[src/rtl/shift_sequencer.sv]
// rtl/shift_sequencer.sv - one load then N shift steps per command, fully registered controls.
// Optional SEQ_SHADOW_EN adds shadow_q, a model of the register contents.
module shift_sequencer #(
  parameter int WIDTH = 4,
  parameter int CNT_W = 3
) (
  input  logic             clk,
  input  logic             reset,
  input  logic             start,
  input  logic [WIDTH-1:0] cmd_data,
  input  logic [1:0]       cmd_mode,
  input  logic [CNT_W-1:0] cmd_count,
  input  logic             hold,
  output logic [WIDTH-1:0] reg_data,
  output logic             reg_load_n,
  output logic             reg_dir_right,
  output logic             reg_zero_fill,
  output logic             reg_step,
  output logic             busy,
  output logic             done
`ifdef SEQ_SHADOW_EN
  ,
  output logic [WIDTH-1:0] shadow_q
`endif
);

  typedef enum logic [1:0] {S_IDLE, S_LOAD, S_RUN, S_DONE} state_t;

  state_t           state_q, state_d;
  logic [CNT_W-1:0] cnt_q, cnt_d;
  logic [CNT_W-1:0] count_q, count_d;
  logic [1:0]       mode_q, mode_d;
  logic [WIDTH-1:0] reg_data_q, reg_data_d;
  logic             load_n_q, load_n_d;
  logic             dir_right_q, dir_right_d;
  logic             zero_fill_q, zero_fill_d;
  logic             step_q, step_d;
  logic             busy_q, busy_d;
  logic             done_q, done_d;

  // Outputs are computed for the cycle being entered, so hold sampled in a
  // RUN cycle gates the step shown in the following cycle.
  always_comb begin
    state_d     = state_q;
    cnt_d       = cnt_q;
    count_d     = count_q;
    mode_d      = mode_q;
    reg_data_d  = reg_data_q;
    load_n_d    = 1'b1;
    dir_right_d = 1'b1;
    zero_fill_d = 1'b0;
    step_d      = 1'b0;
    busy_d      = 1'b0;
    done_d      = 1'b0;
    case (state_q)
      S_IDLE: begin
        if (start) begin
          state_d     = S_LOAD;
          reg_data_d  = cmd_data;
          mode_d      = cmd_mode;
          count_d     = cmd_count;
          cnt_d       = '0;
          load_n_d    = 1'b0;
          step_d      = 1'b1;
          busy_d      = 1'b1;
          dir_right_d = ~cmd_mode[0];
          zero_fill_d = cmd_mode[1];
        end
      end
      S_LOAD: begin
        busy_d      = 1'b1;
        dir_right_d = ~mode_q[0];
        zero_fill_d = mode_q[1];
        if (count_q != '0) begin
          state_d = S_RUN;
          step_d  = 1'b1;
          cnt_d   = CNT_W'(1);
        end else begin
          state_d = S_DONE;
          done_d  = 1'b1;
        end
      end
      S_RUN: begin
        busy_d      = 1'b1;
        dir_right_d = ~mode_q[0];
        zero_fill_d = mode_q[1];
        // cnt_q counts steps already issued; the last one is executing now.
        if (cnt_q == count_q) begin
          state_d = S_DONE;
          done_d  = 1'b1;
        end else if (!hold) begin
          step_d = 1'b1;
          cnt_d  = cnt_q + CNT_W'(1);
        end
      end
      S_DONE: begin
        state_d = S_IDLE;
        cnt_d   = '0;
      end
      default: state_d = S_IDLE;
    endcase
  end

  always_ff @(posedge clk) begin
    if (reset) begin
      state_q     <= S_IDLE;
      cnt_q       <= '0;
      count_q     <= '0;
      mode_q      <= '0;
      reg_data_q  <= '0;
      load_n_q    <= 1'b1;
      dir_right_q <= 1'b1;
      zero_fill_q <= 1'b0;
      step_q      <= 1'b0;
      busy_q      <= 1'b0;
      done_q      <= 1'b0;
    end else begin
      state_q     <= state_d;
      cnt_q       <= cnt_d;
      count_q     <= count_d;
      mode_q      <= mode_d;
      reg_data_q  <= reg_data_d;
      load_n_q    <= load_n_d;
      dir_right_q <= dir_right_d;
      zero_fill_q <= zero_fill_d;
      step_q      <= step_d;
      busy_q      <= busy_d;
      done_q      <= done_d;
    end
  end

  assign reg_data      = reg_data_q;
  assign reg_load_n    = load_n_q;
  assign reg_dir_right = dir_right_q;
  assign reg_zero_fill = zero_fill_q;
  assign reg_step      = step_q;
  assign busy          = busy_q;
  assign done          = done_q;

`ifdef SEQ_SHADOW_EN
  logic [WIDTH-1:0] shadow_d;

  always_comb begin
    shadow_d = shadow_q;
    if (step_q) begin
      if (!load_n_q) begin
        shadow_d = reg_data_q;
      end else begin
        case (mode_q)
          2'b00:   shadow_d = {shadow_q[0], shadow_q[WIDTH-1:1]};
          2'b01:   shadow_d = {shadow_q[WIDTH-2:0], shadow_q[WIDTH-1]};
          2'b10:   shadow_d = {1'b0, shadow_q[WIDTH-1:1]};
          default: shadow_d = {shadow_q[WIDTH-2:0], 1'b0};
        endcase
      end
    end
  end

  always_ff @(posedge clk) begin
    if (reset) begin
      shadow_q <= '0;
    end else begin
      shadow_q <= shadow_d;
    end
  end
`endif

endmodule
[config.mk]
export PLATFORM = sky130hd
export DESIGN_NAME = shift_sequencer
export DESIGN_NICKNAME = d
export VERILOG_FILES = /design/src/rtl/shift_sequencer.sv
export SDC_FILE = /design/constraint.sdc
export NUM_CORES = 1
export LEC_CHECK = 0
export BUFFER_PORTS_ARGS = -buffer_cell sky130_fd_sc_hd__buf_4
export CAP_MARGIN = 20
export CORE_UTILIZATION = 46
export DETAILED_ROUTE_END_ITERATION = 16
export GPL_ROUTABILITY_DRIVEN = 0
export PLACE_DENSITY = 0.73
export SETUP_SLACK_MARGIN = 0.3
export SYNTH_ARGS = -nofsm -noshare
export SYNTH_HDL_FRONTEND = slang
export SYNTH_SLANG_ARGS = --single-unit
[constraint.sdc]
create_clock -name clk -period 1.4 [get_ports clk]
set_clock_uncertainty 0.05 [all_clocks]
set_input_delay 0.28 -clock clk [delete_from_list [all_inputs] [get_ports clk]]
set_output_delay 0.28 -clock clk [all_outputs]
set_load 0.01 [all_outputs]
==> metrics.md, run 1 <==
| Metric | Value |
|---|---|
| Synth unique cells | `32` |
| DRT iter0 DRCs | `10` |
| Post-synth EDFFs | `0` |
| Number of global-route vias before repair | `850` |
| Root Buffer | `clkbuf_4` |
| Non-Filler Cell Area, Final | `1520 sq um` |
| Initial antenna violation count | `0` |
| Top post-synthesis cells by area | `dfxtp_1, nand2_1, ha_1` |
| Cts hold-fix bufs | `0` |
| Power per cell area | `1950 nW/um^2` |
| Setup violators final | `4` |
| Crit Path Max Fanout | `4` |
| Type of destination of the critical path | `flip-flop` |
| Post-synth top cells | `nand2_1, dfxtp_1, a21oi_1, ha_1, nor2_1` |
| Number of H-tree levels | `1` |
| Die area | `2200 sq um` |
| MaxCap Viol Count | `0` |
| Synth Net Count | `122` |
| Die Ht | `47.0 microns` |
| Fillers | `104` |
| CTS tree | `done` |
| Die extent in x | `47.0 microns` |
| RSZ-0062 raised after global routing | `true` |
| Core Footprint | `1800 sq um` |
| Final nets | `160` |
| Vias per Instance | `5.42` |
| Main combinational cell family by area after synthesis | `simple AND/OR/NAND/NOR gates` |
| Simple-gate share of the synthesized area | `23.1%` |
| Gr ovfl total | `0` |
| Worst-skew pair later-pin latency | `0.31 ns` |
| Drt total wl | `2.75 mm` |
| CP Launch Type | `flip-flop` |
| Req. time, crit path | `1.56 ns` |
| Final count of hold timing violations | `0` |
| Clock-pin slew on the worst setup and hold paths | `0.12 ns` |
| Worst Hold Class | `in -> reg` |
| Largest net degree at the start of global routing | `22` |
| Final setup TNS | `-0.115 ns` |
| CTS Buf Count | `3` |
| Maximum vdd drop | `1.62 mV` |
| Mux share of post-synthesis cell area | `2.15%` |
| CTS Sinks | `20` |
| Synth Warn # | `0` |
| Top cell type by total area after synthesis | `dfxtp_1` |
| # port buffers | `22` |
| Area of the mapped netlist | `930 sq um` |
| Post-route ant nets | `0` |
| Setup WS post-layout | `-0.0361 ns` |
| # diodes | `0` |
| Post-Synth Adder-Cell Area | `6.73%` |
| DRC errors left | `0` |
| Multi-input gate area | `683 sq um` |
| Fmax achieved | `696 MHz` |
| Failing checks | `negative setup slack` |
| Tcrit/Tclk final | `103%` |
| Most frequent cell after synthesis | `nand2_1` |
| Syn_area_per_cell | `8.94 sq um` |
| Slew @ Worst Pin | `0.331 ns` |
| Post-Synthesis Cells | `104` |
| Initial Util | `51.6%` |
| Ports | `23` |
| Worst Path Arrival | `1.59 ns` |
| Area grow syn2layout | `63.9%` |
| Slew headroom | `77.8%` |
| Storage cell area | `427 sq um` |
| Async set-or-reset flop fraction in the synthesized netlist | `0%` |
| Max-slew violations | `0` |
| Placement Cell Area | `1150 sq um` |
| Final min period | `1.44 ns` |
| Layout cell share with drive strength beyond 1 | `65.2%` |
| Post-synthesis xor/xnor area fraction | `3.63%` |
| Status | `finished with violations` |
| Total GRT Usage | `26.4%` |
| First-pass GRT wire length | `3.84 mm` |
| CTS Buffer Depth | `2` |
| Yosys reg bits | `20` |
| Rows | `15` |
| Worst Setup Path Type | `reg -> reg` |
| Detail Placement HPWL | `1.49 mm` |
| Synth Area in Compound Gates | `18.3%` |
| P_leak | `0.607 nW` |
| DR WL/cell | `16.6 microns` |
| Sequential fraction of the synthesis area | `43.1%` |
| Share of the synthesized area in the top cell type | `43.1%` |
| Main synth FF type | `dfxtp_1` |
| DR pass1 iterations | `4` |
| Via count | `900` |
power by group:
| group | internal [W] | switching (W) | total, W |
|---|---|---|---|
| clock network | 0.000159 | 0.000195 | 0.000354 |
| logic | 0.000897 | 0.000828 | 0.00172 |
| registers | 0.000745 | 0.000146 | 0.000891 |
| total | 0.00180 | 0.00117 | 0.00297 |
critical path, cell delays in order (launching register included):
cell	delay (ns)
dfxtp_4	0.39
inv_6	0.08
ha_4	0.15
nor4b_4	0.30
nor2_2	0.09
o21a_2	0.16
mux2i_1	0.12
stage by stage:
stage	worst slack, ns	std cells	util [%]	total power, W	hold WS, ns
floorplan	0.103	104	-	0.00156	0.358
global placement	0.0404	150	64.0	0.00186	0.393
detailed placement	-0.0164	150	64.0	0.00190	0.398
CTS	0.00828	161	75.4	0.00258	0.143
global route	-0.135	166	84.6	0.00311	0.147
finish	-0.0361	166	84.6	0.00297	0.146
worst paths after layout:
| path | startpoint | endpoint | slack [ns] | cells past startpoint |
|---|---|---|---|---|
| max reg2reg | state_q[1]$_SDFFE_PP0P_ | cnt_q[0]$_SDFFE_PP0P_ | -0.04 | 6 |
| max | state_q[1]$_SDFFE_PP0P_ | cnt_q[0]$_SDFFE_PP0P_ | -0.04 | 6 |
| min | cmd_data[2] | reg_data[2]$_SDFFE_PP0P_ | 0.15 | 3 |
| min reg2reg | reg_data[2]$_SDFFE_PP0P_ | reg_data[2]$_SDFFE_PP0P_ | 0.42 | 2 |
layer usage:
metal	wire length, microns	vias up	GRT usage (%)
li1	-	432	-
met2	1460	36	43.6
met1	1080	424	31.4
met4	62	0	15.4
met3	149	8	6.15
met5	0	-	0
layout by cell type (no fill, tap or decap), types with 3 or more instances in the layout:
| cell | netlist | layout |
|---|---|---|
| buf_4 | 1 | 23 |
| a21oi_1 | 11 | 5 |
| dfxtp_2 | 0 | 15 |
| a21oi_2 | 0 | 6 |
| buf_6 | 0 | 12 |
| dfxtp_1 | 20 | 3 |
| xnor2_2 | 1 | 3 |
| nand2_2 | 0 | 3 |
| nand2_1 | 21 | 16 |
| clkbuf_4 | 0 | 3 |
| nor2_1 | 5 | 4 |
state kept, by name, indices dropped and copies added (netlist names), 2 cells and up:
register / count
count_q: 3
reg_data: 4
state_q: 2
mode_q: 2
cnt_q: 3
cell type report:
type	instances	share of cell area, %
Sequential cell	20	28.0
Clock buffer	4	2.38
Inverter	3	1.23
Timing Repair Buffer	36	21.5
Tap cell	25	2.05
Multi-Input combinational cell	78	44.8
repair_timing:
action,CTS,global route
endpoints found under the setup margin,24,29
setup buffers,6,5
pin swaps,7,11
gates resized for setup,31,33
cloned,1,0
logic make-up after synthesis:
kind of cell / count (synthesis)
muxes: 2
AOI/OAI and AO/OA: 25
adders and majority gates: 5
and+or+nand+nor: 43
xor gates and xnor gates: 3
DFF: 20
buffers and inverters: 6
Power figures use the tool's default switching activity.
==> run 2, diff against run 1 <==
CTS_BUF_LIST = sky130_fd_sc_hd__clkbuf_16   (was unset)
==> metrics.md, run 2 (synthesis results as in run 1) <==
| Metric | Value |
|---|---|
| Status | `finished with violations` |
| Failing checks | `negative setup slack` |
| Slew headroom | `78.6%` |
| Die Ht | `47.0 microns` |
| Drt total wl | `3.05 mm` |
| Non-Filler Cell Area, Final | `1610 sq um` |
| CP Launch Type | `flip-flop` |
| Fmax achieved | `697 MHz` |
| Power per cell area | `2140 nW/um^2` |
| WHS | `0.219 ns` |
| Crit Path Max Fanout | `4` |
| Worst Path Arrival | `1.56 ns` |
| Total GRT Usage | `28.9%` |
| Cts hold-fix bufs | `0` |
| Type of destination of the critical path | `flip-flop` |
| Most frequent cells in the layout | `buf_4, dfxtp_1, nand2_1, a21oi_2, nand2_4` |
| Detail Placement HPWL | `1.49 mm` |
| Worst Hold Class | `in -> reg` |
| Number of H-tree levels | `1` |
| DRT iter0 DRCs | `28` |
| Final min period | `1.44 ns` |
| Root Buffer | `clkbuf_16` |
| Most common cell after layout, fill and taps aside | `buf_4` |
| Die area | `2200 sq um` |
| Die extent in x | `47.0 microns` |
| Layout cell share with drive strength beyond 1 | `69.4%` |
| Number of global-route vias before repair | `879` |
| Vias per Instance | `5.65` |
| R2r setup slk | `-0.04 ns` |
| RSZ-0062 raised after global routing | `true` |
| P_leak | `0.665 nW` |
| Worst Hold Depth | `3` |
| Final nets | `163` |
| Worst Setup Path Type | `reg -> reg` |
| Req. time, crit path | `1.52 ns` |
| Area grow syn2layout | `73.5%` |
| CTS Buffer Depth | `2` |
| Pre-CTS WS | `-0.0164 ns` |
| Power, Total | `0.00345 W` |
| Via count | `955` |
| Reg-to-reg critical path startpoint | `state_q[0]$_SDFFE_PP0P_` |
| # diodes | `0` |
| Fillers | `79` |
| Rows | `15` |
| Core Footprint | `1800 sq um` |
| Hold endpoint | `reg_data[0]$_SDFFE_PP0P_` |
| Multi-input gate area | `751 sq um` |
| DR pass1 iterations | `4` |
| Worst-skew pair later-pin latency | `0.25 ns` |
| R2r worst-path depth | `7` |
| MaxCap Viol Count | `0` |
| Largest net degree at the start of global routing | `22` |
| Setup violators final | `3` |
| CTS Sinks | `20` |
| Tcrit/Tclk final | `103%` |
| Setup WS post-layout | `-0.0354 ns` |
| Ports | `23` |
| Initial Util | `51.6%` |
| Initial antenna violation count | `0` |
| Max-slew violations | `0` |
| CTS Buf Count | `3` |
| # port buffers | `22` |
| Crit path from | `state_q[0]$_SDFFE_PP0P_` |
| Storage cell area | `417 sq um` |
| Final count of hold timing violations | `0` |
| Gr ovfl total | `0` |
| Post-route ant nets | `0` |
| Slew @ Worst Pin | `0.320 ns` |
| RR Endpoint | `state_q[0]$_SDFFE_PP0P_` |
| Placement Cell Area | `1150 sq um` |
| CTS tree | `done` |
| Maximum vdd drop | `1.43 mV` |
| HP Start | `cmd_data[0]` |
| Clock-pin slew on the worst setup and hold paths | `0.06 ns` |
| DRC errors left | `0` |
| Max FFs per register | `4` |
| DR WL/cell | `18.0 microns` |
| First-pass GRT wire length | `4.17 mm` |
==> run 2: layer usage <==
metal  GRT usage [%]  part of all wire (%)
met1            36.4                    42
met2            45.0                    49
met3            8.46                   6.6
met4            14.9                   2.5
met5               0                     0
==> run 2: metrics by stage <==
stage	util, %	instances	TNS (ns)
4_1_cts	80.6	165	0
5_1_grt	89.5	169	-0.313
2_1_floorplan	-	104	0
3_3_place_gp	64.0	150	0
3_5_place_dp	64.0	150	-0.0322
6_report	89.5	169	-0.0735
==> run 2: final cells by class <==
type	count	share of cell area [%]
flip-flops and latches	20	25.8
well taps	25	1.94
clock buffers	3	4.65
multi-input cells	78	46.5
inverters	3	1.01
repair buffers	39	19.8
clock inverters	1	0.233
==> run 2: repair_timing <==
item                       in CTS  in global routing
cloned                          1                  0
resized for setup              36                 33
pin swaps                      17                 13
setup endpoints to repair      19                 21
setup buffers                  10                  4
==> run 2: worst max-delay path by stage <==
stage	end	slack [ns]	cells after the start
after global routing	state_q[0]$_SDFFE_PP0P_	-0.08	7
final	state_q[0]$_SDFFE_PP0P_	-0.04	7
after global placement	state_q[0]$_SDFFE_PP0P_	0.04	6
after floorplan	cnt_q[0]$_SDFFE_PP0P_	0.10	6
after CTS	cnt_q[1]$_SDFFE_PP0P_	0.03	6
after detailed placement	cnt_q[1]$_SDFFE_PP0P_	-0.02	6
==> run 2: where the power goes <==
| part | leakage, nW | switching (W) | total [W] | internal [W] |
|---|---|---|---|---|
| logic | 0.458 | 0.000958 | 0.00196 | 0.00100 |
| clock network | 0.0385 | 0.000216 | 0.000597 | 0.000381 |
| registers | 0.168 | 0.000157 | 0.000891 | 0.000734 |
==> run 2: critical path, stage by stage, from the launching register on <==
cell,delay (ns)
dfxtp_4,0.39
inv_4,0.06
ha_4,0.16
buf_6,0.11
buf_6,0.12
o21ai_2,0.13
o211ai_1,0.14
a21oi_1,0.19
==> run 3, diff against run 2 <==
--- a/config.mk
+++ b/config.mk
@@ -8,4 +8,5 @@
 export BUFFER_PORTS_ARGS = -buffer_cell sky130_fd_sc_hd__buf_4
 export CAP_MARGIN = 20
+export CORE_MARGIN = 5
 export CORE_UTILIZATION = 46
 export CTS_BUF_LIST = sky130_fd_sc_hd__clkbuf_16
==> constraint.sdc (replaced) <==
create_clock -name clk -period 1.4 [get_ports clk]
set_clock_uncertainty 0.05 [all_clocks]
set_input_delay 0 -clock clk [delete_from_list [all_inputs] [get_ports clk]]
set_output_delay 0 -clock clk [all_outputs]
set_load 0.01 [all_outputs]
==> metrics.md, run 3 (synthesis results as in run 1) <==
| Metric | Value |
|---|---|
| Slew headroom | `77.7%` |
| Final setup TNS | `0 ns` |
| Placed cells | `152` |
| Max-slew violations | `0` |
| Core Footprint | `1940 sq um` |
| Root Buffer | `clkbuf_16` |
| CTS Sinks | `20` |
| Ports | `23` |
| Die Ht | `55.0 microns` |
| Final min period | `1.40 ns` |
| Worst-skew pair later-pin latency | `0.25 ns` |
| Type of destination of the critical path | `flip-flop` |
| Maximum vdd drop | `1.69 mV` |
| MaxCap Viol Count | `0` |
| Number of global-route vias before repair | `979` |
| Gr ovfl total | `0` |
| Rows | `16` |
| R2r setup slk | `0.005 ns` |
| Post-route ant nets | `0` |
| Largest net degree at the start of global routing | `22` |
| RSZ-0062 raised after global routing | `true` |
| Layout cell share with drive strength beyond 1 | `51.6%` |
| RR Endpoint | `state_q[0]$_SDFFE_PP0P_` |
| Final count of hold timing violations | `0` |
| Area grow syn2layout | `75.6%` |
| # port buffers | `22` |
| Initial antenna violation count | `0` |
| Tcrit/Tclk final | `99.7%` |
| Req. time, crit path | `1.52 ns` |
| DRC errors left | `0` |
| Finished Layout Cells | `180` |
| Die area | `3020 sq um` |
| Initial Util | `47.9%` |
| WHS | `0.0322 ns` |
| Total GRT Usage | `22.7%` |
| CTS Buf Count | `3` |
| Worst Path Arrival | `1.52 ns` |
| Fin util | `84.1%` |
| HP Start | `reset` |
| First-pass GRT wire length | `4.73 mm` |
| Hold endpoint | `count_q[1]$_SDFFE_PP0P_` |
| Most frequent cells in the layout | `buf_4, nand2_1, dfxtp_1, dlygate4sd3_1, a21oi_2` |
| DRT iter0 DRCs | `21` |
| Setup violators final | `0` |
| Drt total wl | `3.37 mm` |
| DR WL/cell | `18.7 microns` |
| Fmax achieved | `717 MHz` |
| Status | `finished, final reports clean` |
| Max FFs per register | `4` |
| Number of H-tree levels | `1` |
| Crit Path Max Fanout | `3` |
| Reg-to-reg critical path startpoint | `state_q[0]$_SDFFE_PP0P_` |
| Clock-pin slew on the worst setup and hold paths | `0.05 ns` |
| Via count | `986` |
| CP Launch Type | `flip-flop` |
| Slew @ Worst Pin | `0.333 ns` |
| DR pass1 iterations | `4` |
| Fillers | `92` |
| CTS Buffer Depth | `2` |
| Placement Cell Area | `1150 sq um` |
| Worst Hold Depth | `2` |
| Die extent in x | `55.0 microns` |
| Final nets | `172` |
| Detail Placement HPWL | `1.44 mm` |
| CTS tree | `done` |
| Worst Hold Class | `in -> reg` |
| Power per cell area | `2050 nW/um^2` |
| P_leak | `0.659 nW` |
| R2r worst-path depth | `6` |
| # diodes | `0` |
| Worst Setup Path Type | `reg -> reg` |
| Non-Filler Cell Area, Final | `1630 sq um` |
| Most common cell after layout, fill and taps aside | `buf_4` |
| Vias per Instance | `5.48` |
## run 3: power by group
group	total [W]	switching, W	internal [W]
combinational	0.00190	0.000949	0.000950
sequential	0.000860	0.000131	0.000729
clock	0.000590	0.000210	0.000380
total	0.00335	0.00129	0.00206
## run 3: layout make-up
cell class	count	area [sq um]	share of cell area (%)
inverter	3	18.8	1.15
tap	27	33.8	2.07
sequential	20	412	25.2
clock inverter	1	3.75	0.230
timing repair buffer	47	395	24.2
clock buffer	3	75.1	4.60
multi-input combinational	79	694	42.5
## run 3: worst max-delay path by stage
stage	start	slack, ns	depth (start not counted)	endpoint
final	state_q[0]$_SDFFE_PP0P_	0.005	6	state_q[0]$_SDFFE_PP0P_
after global routing	state_q[0]$_SDFFE_PP0P_	-0.07	6	state_q[0]$_SDFFE_PP0P_
after CTS	state_q[1]$_SDFFE_PP0P_	0.05	6	cnt_q[0]$_SDFFE_PP0P_
after detailed placement	state_q[1]$_SDFFE_PP0P_	-0.007	6	cnt_q[0]$_SDFFE_PP0P_
after global placement	state_q[1]$_SDFFE_PP0P_	0.04	6	cnt_q[0]$_SDFFE_PP0P_
after floorplan	state_q[1]$_SDFFE_PP0P_	0.10	6	cnt_q[0]$_SDFFE_PP0P_
## run 3: routing by layer
layer | wire [microns] | global-route usage [%] | share of wire [%] | up-vias
met1 | 1310 | 29.2 | 39 | 459
met3 | 234 | 4.02 | 6.9 | 12
met5 | 0 | 0 | 0 | -
li1 | - | - | - | 463
met2 | 1720 | 38.0 | 51 | 52
met4 | 109 | 8.10 | 3.2 | 0
## run 3: repair_timing
action                                  CTS  global route
hold buffers                              9             0
gates cloned                              2             0
endpoints found under the setup margin   19            20
hold endpoints to repair                 10             0
gates resized for setup                  26            16
setup buffers                            12             1
pin swaps                                13             4
## run 3: critical path, cell delays in order (launching register included)
cell and delay [ns]:
dfxtp_4 0.38, inv_4 0.05, ha_4 0.16, buf_4 0.15
o21ai_1 0.21, o211ai_1 0.15, a21oi_1 0.17
## run 3: through the flow
stage / setup slack, ns / power (W)
floorplan: 0.103 / 0.00156
global placement: 0.0367 / 0.00186
detailed placement: -0.00738 / 0.00188
CTS: 0.0541 / 0.00306
global route: -0.0741 / 0.00350
finish: 0.00481 / 0.00335
